<file path="src/rtl/cpu_pkg.sv">
// Shared types and constants for the data-memory access sequencer.
// Latency: n/a (declarations only).
// Backpressure: n/a (declarations only).
package cpu_pkg;

    localparam int XLEN        = 32;
    localparam int DEF_TIMEOUT = 64;
    // Timeout counter width: covers the full legal TIMEOUT range 2..255.
    localparam int TMO_W       = 8;

    typedef enum logic [1:0] {
        IDLE = 2'd0,
        WAIT = 2'd1,
        DONE = 2'd2
    } state_t;

    // A memory access is requested only while the core is running.
    function automatic logic is_access(input logic start, input logic rd, input logic wr);
        return start & (rd | wr);
    endfunction

endpackage

</file>
<file path="src/rtl/sat_counter.sv">
// Saturating up-counter with synchronous clear.
// Latency: count reflects an increment one cycle after inc_i.
// Backpressure: none; holds at all-ones instead of wrapping.
module sat_counter #(
    parameter int W = 32
) (
    input  logic         clk_i,
    input  logic         clr_i,
    input  logic         inc_i,
    output logic [W-1:0] cnt_o
);

    // Count enabled cycles, sticking at the maximum value.
    always_ff @(posedge clk_i) begin
        if (clr_i) begin
            cnt_o <= '0;
        end else if (inc_i && !(&cnt_o)) begin
            cnt_o <= cnt_o + 1'b1;
        end
    end

endmodule

</file>
<file path="src/rtl/dmem_access_ctrl.sv">
// Turns EX/MEM MemRead/MemWrite into a req/ack access and freezes the pipeline meanwhile.
// Latency: request issued the cycle after the access is seen; DONE one cycle after ack (min 2 stall cycles).
// Backpressure: stall_o freezes all pipeline registers until the access completes or times out.
module dmem_access_ctrl
    import cpu_pkg::*;
#(
    parameter int TIMEOUT = DEF_TIMEOUT,
    parameter int CNT_W   = 32
) (
    input  logic             clk_i,
    input  logic             rst_i,
    input  logic             start_i,
    input  logic             MemRead_i,
    input  logic             MemWrite_i,
    input  logic [XLEN-1:0]  addr_i,
    input  logic [XLEN-1:0]  wdata_i,
    input  logic             mem_ack_i,
    input  logic [XLEN-1:0]  mem_rdata_i,
    output logic             mem_req_o,
    output logic             mem_we_o,
    output logic [XLEN-1:0]  mem_addr_o,
    output logic [XLEN-1:0]  mem_wdata_o,
    output logic             stall_o,
    output logic [XLEN-1:0]  rdata_o,
    output logic             rdata_valid_o,
    output logic             err_o,
    output logic [CNT_W-1:0] stall_cnt_o
);

    // Last WAIT-cycle count value before the access is abandoned.
    localparam logic [TMO_W-1:0] TMO_LAST = TMO_W'(TIMEOUT - 1);

    state_t           state;
    state_t           state_nxt;
    logic [TMO_W-1:0] tmo_cnt;
    logic             access;
    logic             issue;
    logic             ack_hit;
    logic             tmo_hit;

    assign access = is_access(start_i, MemRead_i, MemWrite_i);

    // State register.
    always_ff @(posedge clk_i) begin
        if (rst_i) begin
            state <= IDLE;
        end else begin
            state <= state_nxt;
        end
    end

    // Next state, stall and the per-cycle events that drive the datapath.
    always_comb begin
        state_nxt = state;
        stall_o   = 1'b0;
        issue     = 1'b0;
        ack_hit   = 1'b0;
        tmo_hit   = 1'b0;
        case (state)
            IDLE: begin
                stall_o = access;
                if (access) begin
                    issue     = 1'b1;
                    state_nxt = WAIT;
                end
            end
            WAIT: begin
                stall_o = 1'b1;
                // A late ack in the final counted cycle still wins over the timeout.
                if (mem_ack_i) begin
                    ack_hit   = 1'b1;
                    state_nxt = DONE;
                end else if (tmo_cnt == TMO_LAST) begin
                    tmo_hit   = 1'b1;
                    state_nxt = DONE;
                end
            end
            DONE: begin
                // Pipeline advances this cycle, so the finished access is never re-seen.
                state_nxt = IDLE;
            end
            default: begin
                state_nxt = IDLE;
            end
        endcase
    end

    // Memory request registers, returned data, timeout counter and error flag.
    always_ff @(posedge clk_i) begin
        if (rst_i) begin
            mem_req_o     <= 1'b0;
            mem_we_o      <= 1'b0;
            mem_addr_o    <= '0;
            mem_wdata_o   <= '0;
            rdata_o       <= '0;
            rdata_valid_o <= 1'b0;
            err_o         <= 1'b0;
            tmo_cnt       <= '0;
        end else begin
            if (issue) begin
                // Simultaneous read and write resolves to a write.
                mem_req_o   <= 1'b1;
                mem_we_o    <= MemWrite_i;
                mem_addr_o  <= addr_i;
                mem_wdata_o <= wdata_i;
                tmo_cnt     <= '0;
            end
            if (ack_hit) begin
                mem_req_o <= 1'b0;
                if (!mem_we_o) begin
                    rdata_o       <= mem_rdata_i;
                    rdata_valid_o <= 1'b1;
                end
            end else if (tmo_hit) begin
                mem_req_o <= 1'b0;
                err_o     <= 1'b1;
                if (!mem_we_o) begin
                    rdata_o       <= '0;
                    rdata_valid_o <= 1'b1;
                end
            end else if (state == WAIT) begin
                tmo_cnt <= tmo_cnt + 1'b1;
            end
            if (state == DONE) begin
                rdata_valid_o <= 1'b0;
            end
        end
    end

    sat_counter #(
        .W(CNT_W)
    ) u_stall_cnt (
        .clk_i (clk_i),
        .clr_i (rst_i),
        .inc_i (stall_o),
        .cnt_o (stall_cnt_o)
    );

endmodule
</file>
<file path="config.mk">
export PLATFORM = sky130hd
export DESIGN_NAME = dmem_access_ctrl
export DESIGN_NICKNAME = d
export VERILOG_FILES = /design/src/rtl/cpu_pkg.sv /design/src/rtl/sat_counter.sv /design/src/rtl/dmem_access_ctrl.sv
export SDC_FILE = /design/constraint.sdc
export NUM_CORES = 1
export LEC_CHECK = 0
export CORE_MARGIN = 2
export CORE_UTILIZATION = 43
export DETAILED_ROUTE_END_ITERATION = 7
export MAX_ROUTING_LAYER = met4
export PLACE_DENSITY = 0.81
export RECOVER_POWER = 25
export SYNTH_ARGS = -nofsm -noshare
export SYNTH_HDL_FRONTEND = slang
export SYNTH_SLANG_ARGS = --single-unit
</file>
<file path="constraint.sdc">
create_clock -name clk_i -period 4.12 [get_ports clk_i]
set_clock_uncertainty 0.05 [all_clocks]
set_input_delay 0.412 -clock clk_i [delete_from_list [all_inputs] [get_ports clk_i]]
set_output_delay 0.412 -clock clk_i [all_outputs]
set_load 0.01 [all_outputs]
</file>
Word-level counts from Yosys, hierarchy flattened
Cells that the tools add are included.
Widths: inputs -> output; s select.
{ "classes": {"add_sub_neg": 2, "n_reduce_logical": 10, "bitwise": 3, "n_eq_ne": 7, "n_mux": 23} }
{ "ops": {"columns": ["op", "n"], "rows": [
  ["$mux 32", 4],
  ["$add 32x1->32 const B", 1],
  ["$mux 8", 4],
  ["$reduce_and 32->1", 1],
  ["$mux 1", 10],
  ["$add 8x1->8 const B", 1],
  ["$eq 8x6->1 const B", 1],
  ["$mux 2", 3],
  ["$ne 2x2->1 const B", 3],
  ["$pmux 2 s2", 1],
  ["$reduce_and 2->1", 2],
  ["$ne 3x3->1 const B", 1],
  ["$reduce_and 3->1", 1],
  ["$reduce_or 3->1", 1],
  ["$eq 2x1->1 const B", 1],
  ["$eq 2x2->1 const B", 1],
  ["$logic_not 2->1", 1],
  ["$pmux 1 s2", 1],
  ["$reduce_bool 2->1", 1],
  ["$reduce_or 2->1", 1],
  ["$and 1x1->1", 1],
  ["$logic_and 1x1->1", 1],
  ["$logic_not 1->1", 1],
  ["$not 1->1", 1],
  ["$or 1x1->1", 1]
]} }
{ "word_totals": {"register_bits": 142, "word_cells": 55, "in_bits": 102, "out_inout_bits": 133} }

Depth between registers and ports, before layout
{ "depth": {"word_depth": 8, "depth_mapped": 8, "mapped_depth_nobuf": 6} }

Modules after synthesis
A second synthesis with hierarchy kept.
{ "hier_totals": {"cells_unflattened": 768, "area_unflattened_um2": 6507.5} }
{ "modules_own_cells": {"columns": ["mod", "seq_area_each_um2", "cells_each", "area_per_inst_um2", "instances"], "rows": [
  ["dmem_access_ctrl", 2202.1, 577, 4785.8, 1],
  ["sat_counter", 640.6, 191, 1721.7, 1]
]} }

Worst setup path before layout
No wires, ideal clock.
{ "synth_timing": {"kind": "register to register", "startpoint": "reg u_stall_cnt.cnt_o[0]", "endpoint": "reg u_stall_cnt.cnt_o[1]", "t_arrival_ns": 1.861, "path_slack_ns": 2.082, "stages_incl_launch_ff": 9, "setup_time_ns": 0.128, "path_buffers": 2, "period_less_slack_ns": 2.038, "required_time_ns": 3.942, "path_cell_list": "dfxtp_1 ha_1 and4_1 buf_2 nand4_2 o31ai_4 buf_6 mux2i_1 nor2_1"} }
{ "synth_via": {"elab_chain_len": 3, "word_cells_on_any_way": 4, "cone_classes": "1 x add/sub; 3 x reduce/logical"} }
{ "synth_lines": {"columns": ["item", "line", "rtl"], "rows": [
  ["start: declaration", "sat_counter.sv:10", "output logic [W-1:0] cnt_o"],
  ["start signal: assignment", "sat_counter.sv:18", "cnt_o <= cnt_o + 1'b1;"],
  ["parallel branches: the longest is 3 deep, another holds $add 32x1->32", null, null]
]} }
Several ways; the timed one is not identified.
A chain may end at the register's enable or synchronous reset.

Final worst setup path
{ "layout_timing": {"startpoint": "in MemWrite_i", "endpoint": "out stall_o"} }
{ "layout_via": {"elab_chain_len": 3} }
{ "layout_lines": {"columns": ["item", "line", "rtl"], "rows": [
  ["start: declaration", "dmem_access_ctrl.sv:14", "input logic MemWrite_i,"],
  ["$or 1x1->1", "cpu_pkg.sv:19", "return start & (rd | wr);"],
  ["$and 1x1->1", "cpu_pkg.sv:19", null],
  ["$pmux 1 s2", "dmem_access_ctrl.sv:59", "case (state)"],
  ["end: declaration", "dmem_access_ctrl.sv:23", "output logic stall_o,"]
]} }
No other way between the ends.

==> run summary <==
initial antenna violation count: 0
Post-synth EDFFs: 0
TritonCTS Buffers: 17
H-Tree Depth: 4
Area growth, synth to finish: 56.08%
Overflow after GRT: 0
DR vias: 5463
CP Max Fanout: 8
DPL Wire Length: 11500 µm
Initial Utilization: 43.63%
Setup WS post-layout: 1.172 ns
Worst Path Arrival: 2.49 ns
met1 WL: 6708 µm
full die area: 13620 µm²
Post-Layout Cell Count: 1032
# rows: 41
Worst-path clk slew: 0.05 ns
Total GRT Usage: 23.39%
Vias/cell: 5.294
Setup TNS: 0 ns
core area: 12520 µm²
Seq cells post-synth: 142
Post-synth top flop: dfxtp_1
maximum achievable frequency: 339.3 MHz
DRT Pass-1 Iters: 4
Max IR drop VDD: 0.0002813 V
unrepaired setup endpoints after global routing: no
MaxCap Viol Count: 1
Die W: 116.7 µm
# resized after CTS: 0
relative slew slack: -66.65%
Wirelength per Cell: 15.90 µm
CTS max path bufs: 2
pre-CTS setup slack: 1.244 ns
FILL cells: 1035
DRC violations left: 0
Worst Setup End Kind: output port
PwrDens: 401.5 nW/µm²
setup bufs post-CTS: 0
Post-DRT Antenna Nets: 0
cts hold-fix bufs: 0
share of layout cells above drive strength 1: 5.814%
Ys Warns: 0
Final period util: 71.54%
failing checks: max-capacitance violations, max-slew violations
vias in the first global route: 5054
Routability Congestion: 0.8361
hold crit path type: reg2reg
Die Ht: 116.7 µm
clk sinks: 142
post-synthesis cell area: 5461 µm²
worst-margin pin slew: 2.500 ns
Clock Latency Late Sink: 0.41 ns
number of placed instances, taps included: 1000
Cell Area, Placed: 7918 µm²
Hold Fails Final Rpt: 0
CTS tree: yes
largest net degree at the start of global routing: 66
CP Launch Type: primary input
max-slew violations: 58
Finish-stage setup viols: 0
type of the worst setup path: in2out
diode count: 0
Design Area, Final: 8524 µm²
Mapped Nets: 731
gate count of the mapped netlist: 627
sequential-to-total area share from yosys stat: 52.05%
number of distinct library cells after synthesis: 49
post-layout minimum cycle time: 2.948 ns
Root Driver: clkbuf_16
met3 routed WL: 1158 µm
Pleak: 0.003238 µW
Max Used Layer: met4
ys async rst share: 0%
1st-iter DRT viols: 473
final net count: 951
port buffer count: 234
Ports: 235
syn_area_per_cell: 8.711 µm²
outcome: complete, but fails checks
met2 wire len: 8068 µm
Worst Path Required: 3.66 ns
DRT Wirelength: 16410 µm
first-pass GRT wire length: 24070 µm
==> layer usage <==
layer	up-vias	global-route usage (%)
li1	2663	-
met1	2532	26.78
met2	233	38.30
met3	35	6.383
met4	0	10.51
met5	-	-
==> cell type report <==
cell class	count	area (µm²)	share of cell area, %
repair buffers	240	2381	27.93
well taps	172	215.2	2.525
multi-input cells	440	2459	28.84
clock inverters	6	105.1	1.233
flip-flops and latches	142	2843	33.35
inverters	6	22.52	0.2642
clock buffers	26	499.2	5.856
==> path summary, 6_finish.rpt <==
kind         slack, ns  depth (start not counted)                 start                   end
min               0.40                          2        mem_wdata_o[6]        mem_wdata_o[6]
max reg2reg       1.43                          6  u_stall_cnt.cnt_o[1]  u_stall_cnt.cnt_o[1]
max               1.17                          4            MemWrite_i               stall_o
min reg2reg       0.40                          2        mem_wdata_o[6]        mem_wdata_o[6]
==> cell usage in the layout (no fill, tap or decap), types with 4 or more instances in the layout <==
| cell | n |
|---|---|
| nand4_1 | 9 |
| nor2_1 | 20 |
| o21ai_1 | 7 |
| nand2_1 | 147 |
| and4_1 | 9 |
| nor4_1 | 4 |
| inv_1 | 5 |
| clkdlybuf4s50_1 | 168 |
| buf_4 | 6 |
| or3_1 | 20 |
| nand4_2 | 4 |
| dlygate4sd3_1 | 65 |
| a22o_1 | 32 |
| dfxtp_1 | 142 |
| nor3_1 | 5 |
| clkbuf_16 | 17 |
| o21ai_0 | 17 |
| clkbuf_1 | 6 |
| and3_1 | 6 |
| a21oi_1 | 96 |
| clkbuf_8 | 4 |
| a211oi_1 | 5 |
| nand3_1 | 14 |
==> synthesized netlist by cell type, types with 4 or more instances <==
cell | instances | area, µm²
a211oi_1 | 5 | 37.54
a21oi_1 | 96 | 480.5
a22o_1 | 32 | 280.3
and3_1 | 6 | 37.54
and4_1 | 9 | 78.83
clkbuf_1 | 35 | 131.4
dfxtp_1 | 142 | 2843
inv_1 | 5 | 18.77
nand2_1 | 147 | 551.8
nand3_1 | 14 | 70.07
nand4_1 | 9 | 56.30
nand4_2 | 4 | 50.05
nor2_1 | 21 | 78.83
nor3_1 | 7 | 35.03
nor4_1 | 4 | 25.02
o21ai_0 | 16 | 80.08
o21ai_1 | 8 | 40.04
or3_1 | 21 | 131.4
==> flip-flops by register name, summed over array words and instances (netlist names) <==
name,flops
mem_wdata_o,32
mem_req_o,1
state,2
rdata_o,32
rdata_valid_o,1
u_stall_cnt.cnt_o,32
mem_addr_o,32
mem_we_o,1
tmo_cnt,8
err_o,1
==> stage by stage <==
stage	total power, µW	hold WS (ns)	utilization [%]
3_5_place_dp	1907	0.3961	63.25
5_1_grt	3549	0.4157	68.10
2_1_floorplan	1660	0.4028	-
6_report	3423	0.4000	68.10
3_3_place_gp	1895	0.3914	63.25
4_1_cts	3462	0.4041	68.08
==> worst max-delay path, cell delays in order <==
cell,delay [ns]
clkdlybuf4s50_1,0.42
o21ai_0,0.76
a21oi_2,0.31
clkdlybuf4s50_1,0.58
==> cells by family (layout without fill, tap and decap cells) <==
logic type / after synthesis / count (layout) / synth area share [%]
AND/OR/NAND/NOR: 256 / 256 / 22.73
AO/OA/AOI/OAI: 173 / 173 / 19.86
flip-flops: 142 / 142 / 52.05
buffers and inverters: 45 / 278 / 3.299
multiplexers: 5 / 5 / 0.9622
XOR/XNOR: 4 / 4 / 0.6416
adder cells (fa/ha/maj): 2 / 2 / 0.4581
==> report_power, final <==
group	internal [µW]	switching, µW
Combinational	212	184
Clock	1010	543
Sequential	1430	36.3
Power figures use the tool's default switching activity.
==> variant 1 (same flow settings) <==
Encoding of `state_t`: now one-hot (3 bits for 3 states).
--- a/src/rtl/cpu_pkg.sv
+++ b/src/rtl/cpu_pkg.sv
@@ -8,10 +8,10 @@
     // Timeout counter width: covers the full legal TIMEOUT range 2..255.
     localparam int TMO_W       = 8;
 
-    typedef enum logic [1:0] {
-        IDLE = 2'd0,
-        WAIT = 2'd1,
-        DONE = 2'd2
+    typedef enum logic [2:0] {
+        IDLE = 3'b001,
+        WAIT = 3'b010,
+        DONE = 3'b100
     } state_t;
 
     // A memory access is requested only while the core is running.
Behaviour: no difference found for any inputs over 10 cycles, from zero or initial values and one cycle with rst_i high; not proved beyond that.
==> variant 1 against the original RTL <==
  * Sequential cell count up 1
  * Worst setup slack better by 150 ps
  * Register-to-register slack lost 70 ps
  * Total power fell by 2.6%
  * Die area fell by 1.1%
  * Design area fell by 1.0%
  * Routed wire length decreased by 5.1%
  * Area after synthesis down 1.1%
==> variant 1: results (changes against the original RTL) <==
** Outcome
- Status :: finished, final reports clean (was finished, violations left)

** Clocking
- Clock tree root buffer cell :: clkbuf_16 (unchanged)
- The total CTS buffers was 17 (unchanged).
- Clock H-tree levels :: 4 (unchanged)
- The latest clock arrival within the worst-skew pair was 410 ps (about the same).
- Postcts setup bufs :: 0 (unchanged)
- Clock Pin Slew Worst Setup and Hold Paths :: 60 ps
- The number of instances resized during post-cts repair is 0 (unchanged).

** Critical path
- Launching instance or port of the critical path :: state[1] (was MemWrite_i)
- The maximum fanout along the worst path was 9 (was 8).
- Critical Path Max Stage Delay :: 690 ps (was 760 ps)
- The reg-to-reg startpoint was u_stall_cnt.cnt_o[25] (was u_stall_cnt.cnt_o[1]).
- The cell at the slowest stage of the critical path is clkdlybuf4s50_1 (was o21ai_0).
- The top cell family by delay on the critical path is buffers and inverters (was compound AO/OA/AOI/OAI gates).

** Route
- The total routed wirelength was 15600 um (was 16400 um).
- Number of vias per cell :: 5.19 (was 5.29)
- Total iterations of the first detailed-routing run :: 4 (unchanged)
- The count of routing violations after the opening detailed-route iteration came to 348 (was 473).

** Min path
- The path category of the worst min-delay check was reg -> reg (unchanged).
- The hold path startpoint is mem_addr_o[3] (was mem_wdata_o[6]).

** Logic synthesis
- Top cell types by occurrence after synthesis: nand2_1 (149), dfxtp_1 (143), a21oi_1 (91), clkbuf_1 (34), a22o_1 (32) (was nand2_1 (147), dfxtp_1 (142), a21oi_1 (96), clkbuf_1 (35), a22o_1 (32)).
- The number of warning messages in the yosys log was 0 (unchanged).
- Share of synthesized area occupied by flip-flops and latches :: 53.0% (was 52.1%)
- The share of flip-flops with an asynchronous set or reset was 0% (unchanged).
- Number of different library cells in the post-synthesis netlist :: 43 (was 49)
- Leading cell types by total area after synthesis :: dfxtp_1 (53%), nand2_1 (10%), a21oi_1 (8.4%) (was dfxtp_1 (52%), nand2_1 (10%), a21oi_1 (8.8%))
- Synthesized netlist net count :: 726 (was 731)

** GRT
- First-pass GRT wire length :: 24100 um (about the same)
- The number of antenna violations at the first check in global routing was 0 (unchanged).
- Pin count of the biggest net entering global routing :: 68 (was 66)
- The total track usage came to 23.4% (about the same).
- Number of global-route vias before repair :: 5069 (was 5054)

** Power and ir drop
- Leakage power :: 3.14 nW (was 3.24 nW)
- The worst ir drop on vdd is 0.000216 V (was 0.000281 V).

** Layout
- Filler cell count :: 949 (was 1035)
- The fraction of final layout cells with drive strength greater than 1 came to 5.63% (was 5.81%).
- Number of nets in the finished design :: 944 (was 951)
- Antenna cells :: 0 (unchanged)
- Register area :: 2860 um2 (was 2840 um2)

** Placed design
- The placed wire-length estimate after detailed placement is 10900 um (was 11500 um).
- Number of buffer cells added on primary ports :: 234 (unchanged)
- The global placement routability congestion came to 0.819 (was 0.836).
- Placed instance area :: 7840 um2 (was 7920 um2)
- Worst slack after detailed placement :: 968 ps (was 1240 ps)

** Timing
- Slew at the pin closest to its max-slew limit :: 1280 ps (was 2500 ps)
- Max-slew violation total from the final report :: 0 (was 58)
## variant 1: where the power goes
group	internal (mW)	total (mW)	switching (mW)
clock	0.979	1.54	0.559
combinational	0.185	0.342	0.156
sequential	1.43	1.46	0.0258
## variant 1: layer usage
layer	global-route usage, %	vias to the layer above	wire length [um]
li1	-	2624	-
met1	27.0	2458	6510
met2	38.8	182	7670
met3	6.49	32	1070
met4	8.81	0	316
met5	-	-	0
## variant 1: through the flow
stage	total power [mW]	cells
floorplan	1.62	622
global placement	1.83	989
detailed placement	1.84	989
CTS	3.38	1021
global route	3.46	1021
finish	3.34	1021
## variant 1: tightest hold or removal path, cell delays in order, from the launching register on
cell	delay (ps)
dfxtp_1	300
nand2_1	50
a21oi_1	50
## variant 1: kinds of logic (layout without fill, tap and decap cells)
family                     Yosys count  in the layout  share of synthesized area, %
AOI/OAI and AO/OA                  163            163                          19.1
xor gates and xnor gates             7              7                          1.14
adders and majority gates            2              2                         0.463
buffers and inverters               46            277                          3.41
DFF                                143            143                          53.0
muxes                                6              6                          1.18
and+or+nand+nor                    255            255                          21.7
## variant 1: cell type report
class	instances	share of cell area (%)
inverters	7	0.311
clock buffers	21	5.46
well taps	168	2.49
repair buffers	238	28.1
flip-flops and latches	143	33.9
clock inverters	11	1.65
multi-input cells	433	28.1
## variant 1: final timing paths
| path | endpoint | slack, ps | cells after the start |
|---|---|---|---|
| min reg2reg | mem_addr_o[3] | 400 | 2 |
| max reg2reg | u_stall_cnt.cnt_o[31] | 1360 | 5 |
| min | mem_addr_o[3] | 400 | 2 |
| max | stall_o | 1320 | 3 |
==> variant 2 (same settings) <==
Without the edit above. Set the package constant `XLEN` to 64 (it was 32).
--- a/src/rtl/cpu_pkg.sv
+++ b/src/rtl/cpu_pkg.sv
@@ -3,7 +3,7 @@
 // Backpressure: n/a (declarations only).
 package cpu_pkg;
 
-    localparam int XLEN        = 32;
+    localparam int XLEN        = 64;
     localparam int DEF_TIMEOUT = 64;
     // Timeout counter width: covers the full legal TIMEOUT range 2..255.
     localparam int TMO_W       = 8;
Interface: changed (6 resized); port bits go from 235 to 427. No check against the original RTL was run, so the function may have changed too.
==> variant 2 against the original RTL <==
  * Routed wire length up 80%
  * Sequential cell count is 96 higher
  * Hold slack worse by 34 ps
  * Fmax decreased by 5.1%
  * Area after synthesis grew 58%
  * Worst setup slack got worse by 160 ps
  * Critical path depth did not move
  * Combinational power is 82% higher
  * First-iteration DRC count rose by 14%
  * Total power grew 51%
  * Clock power increased by 28%
  * Sequential share of layout area grew 1.4 points
  * Design area rose by 61%
  * Critical path type unchanged
  * Critical endpoint unchanged
  * Largest power group is now registers
  * Highest routed layer unchanged
==> variant 2: results (changes against the original RTL) <==
** Power and ir drop
- Maximum ir drop on the vdd rail :: 0.000281 V (about the same)
- Leakage power :: 5.20 nW (was 3.24 nW)

** Route
- Final routed wire length divided by cell count :: 17.9 um (was 15.9 um)
- Violation count after the first detailed-route iteration :: 539 (was 473)
- The via density per instance was 5.15 (was 5.29).

** Critical path
- The length in cells of the worst reg-to-reg path came to 7 (was 6).
- The maximum fanout along the worst path was 7 (was 8).
- The reg-to-reg startpoint was tmo_cnt[0] (was u_stall_cnt.cnt_o[1]).
- Worst-case register-to-register setup slack :: 1820 ps (was 1430 ps)
- Last element of the critical path :: stall_o (unchanged)
- Reg-to-Reg End :: rdata_o[47] (was u_stall_cnt.cnt_o[1])

** Placed design
- The global placement routability congestion was 0.928 (was 0.836).
- The pre-CTS setup slack is 1350 ps (was 1240 ps).
- The placed wire-length estimate after detailed placement was 21500 um (was 11500 um).
- Placed instance area :: 13000 um2 (was 7920 um2)
- The total of buffers placed on input and output ports is 426 (was 234).

** Layout
- The largest registers in the layout are mem_addr_o (64), mem_wdata_o (64), rdata_o (64).
- The fraction of final layout cells with drive strength greater than 1 was 4.34% (was 5.81%).
- Number of nets in the finished design :: 1568 (was 951)

** Outcome
- Status: finished, final reports clean (was finished, violations left).

** GRT
- The number of antenna violations at the first check in global routing came to 1 (was 0).
- First-pass GRT wire length :: 45600 um (was 24100 um)
- The total track usage was 27.4% (was 23.4%).
- Pin count of the biggest net entering global routing :: 121 (was 66)
- Number of global-route vias before repair :: 8253 (was 5054)

** Logic synthesis
- Share of synthesized area occupied by flip-flops and latches :: 55.4% (was 52.1%)
- The number of warning messages in the yosys log is 0 (unchanged).
- Leading cell types by total area after synthesis: dfxtp_1 (55%), nand2_1 (12%), a21oi_1 (9.2%) (was dfxtp_1 (52%), nand2_1 (10%), a21oi_1 (8.8%)).
- Number of different library cells in the post-synthesis netlist :: 50 (was 49)
- Top cell types by occurrence after synthesis: nand2_1 (273), dfxtp_1 (238), a21oi_1 (158), a22o_1 (64), clkbuf_1 (44) (was nand2_1 (147), dfxtp_1 (142), a21oi_1 (96), clkbuf_1 (35), a22o_1 (32)).
- The net count of the mapped netlist was 1176 (was 731).

** Timing
- Total setup violations reported at the end of the flow :: 0 (unchanged)
- Slew at the pin closest to its max-slew limit :: 1010 ps (was 2500 ps)
- Maximum clock frequency :: 322 MHz (was 339 MHz)

** Clocking
- Clock latency on the worst-skew pair :: 510 ps (was 410 ps)
- The number of H-tree levels was 1 (was 4).
- The deepest clock path buffer count was 3 (was 2).
- Cts bufs inserted :: 24 (was 17)

** Min path
- Beginning of the worst hold path :: rst_i (was mem_wdata_o[6])
- The path category of the worst min-delay check is in -> reg (was reg -> reg).
## variant 2: changes by cell type in the layout (fill, tap and decap cells not counted), sizes merged, moves of 31 or more
cell,before,now
a21oi,97,158
a22o,32,64
clkdlybuf4s50,168,329
dfxtp,142,238
dlygate4sd3,65,96
nand2,147,274
## variant 2: metrics by stage
step | utilization (%) | instances
6_report | 70.3 | 1650
5_1_grt | 70.3 | 1650
4_1_cts | 70.3 | 1649
3_5_place_dp | 66.6 | 1607
3_3_place_gp | 66.6 | 1607
2_1_floorplan | - | 976
## variant 2: how the worst min path moves through the flow
| stage | slack (ps) | end | cells past startpoint |
|---|---|---|---|
| 3_3_place_gp | 390 | mem_wdata_o[29] | 2 |
| 3_5_place_dp | 400 | mem_wdata_o[33] | 2 |
| 2_1_floorplan | 410 | tmo_cnt[1] | 2 |
| 4_1_cts | 360 | rdata_valid_o | 2 |
| 5_1_grt | 370 | mem_wdata_o[43] | 3 |
| 6_report | 370 | u_stall_cnt.cnt_o[3] | 2 |
## variant 2: layer usage
metal | global-route usage, % | vias to the layer above | share of wire, %
met2 | 48.2 | 330 | 51
met4 | 7.65 | 0 | 2.6
met1 | 30.7 | 3965 | 39
met3 | 7.21 | 48 | 7.8
li1 | - | 4148 | -
met5 | - | - | 0
## variant 2: critical path: stages
cell and delay (ps):
dlygate4sd3_1 560, o21ai_0 810, a21oi_1 300, clkdlybuf4s50_1 550
## variant 2: power by group
group          leakage, nW  total [mW]  internal [mW]  switching [mW]
Combinational         2.91       0.721          0.396           0.325
Clock                0.345        1.99           1.12           0.874
Sequential            1.94        2.47           2.41          0.0591
Total                 5.20        5.18           3.92            1.26
## variant 2: cells by family after synthesis
kind of cell | synth area share [%]
buffers and inverters | 3.68
xor gates and xnor gates | 1.42
AOI/OAI and AO/OA | 19.1
and+or+nand+nor | 19.9
DFF | 55.4
muxes | 0.233
adders and majority gates | 0.291
## variant 2: cell type report
type	count	area, um2
repair buffers	434	4350
well taps	265	332
fillers	1533	5800
diodes	1	2.50
multi-input cells	665	3550
inverters	5	18.8
clock buffers	36	666
flip-flops and latches	238	4760
clock inverters	6	47.5
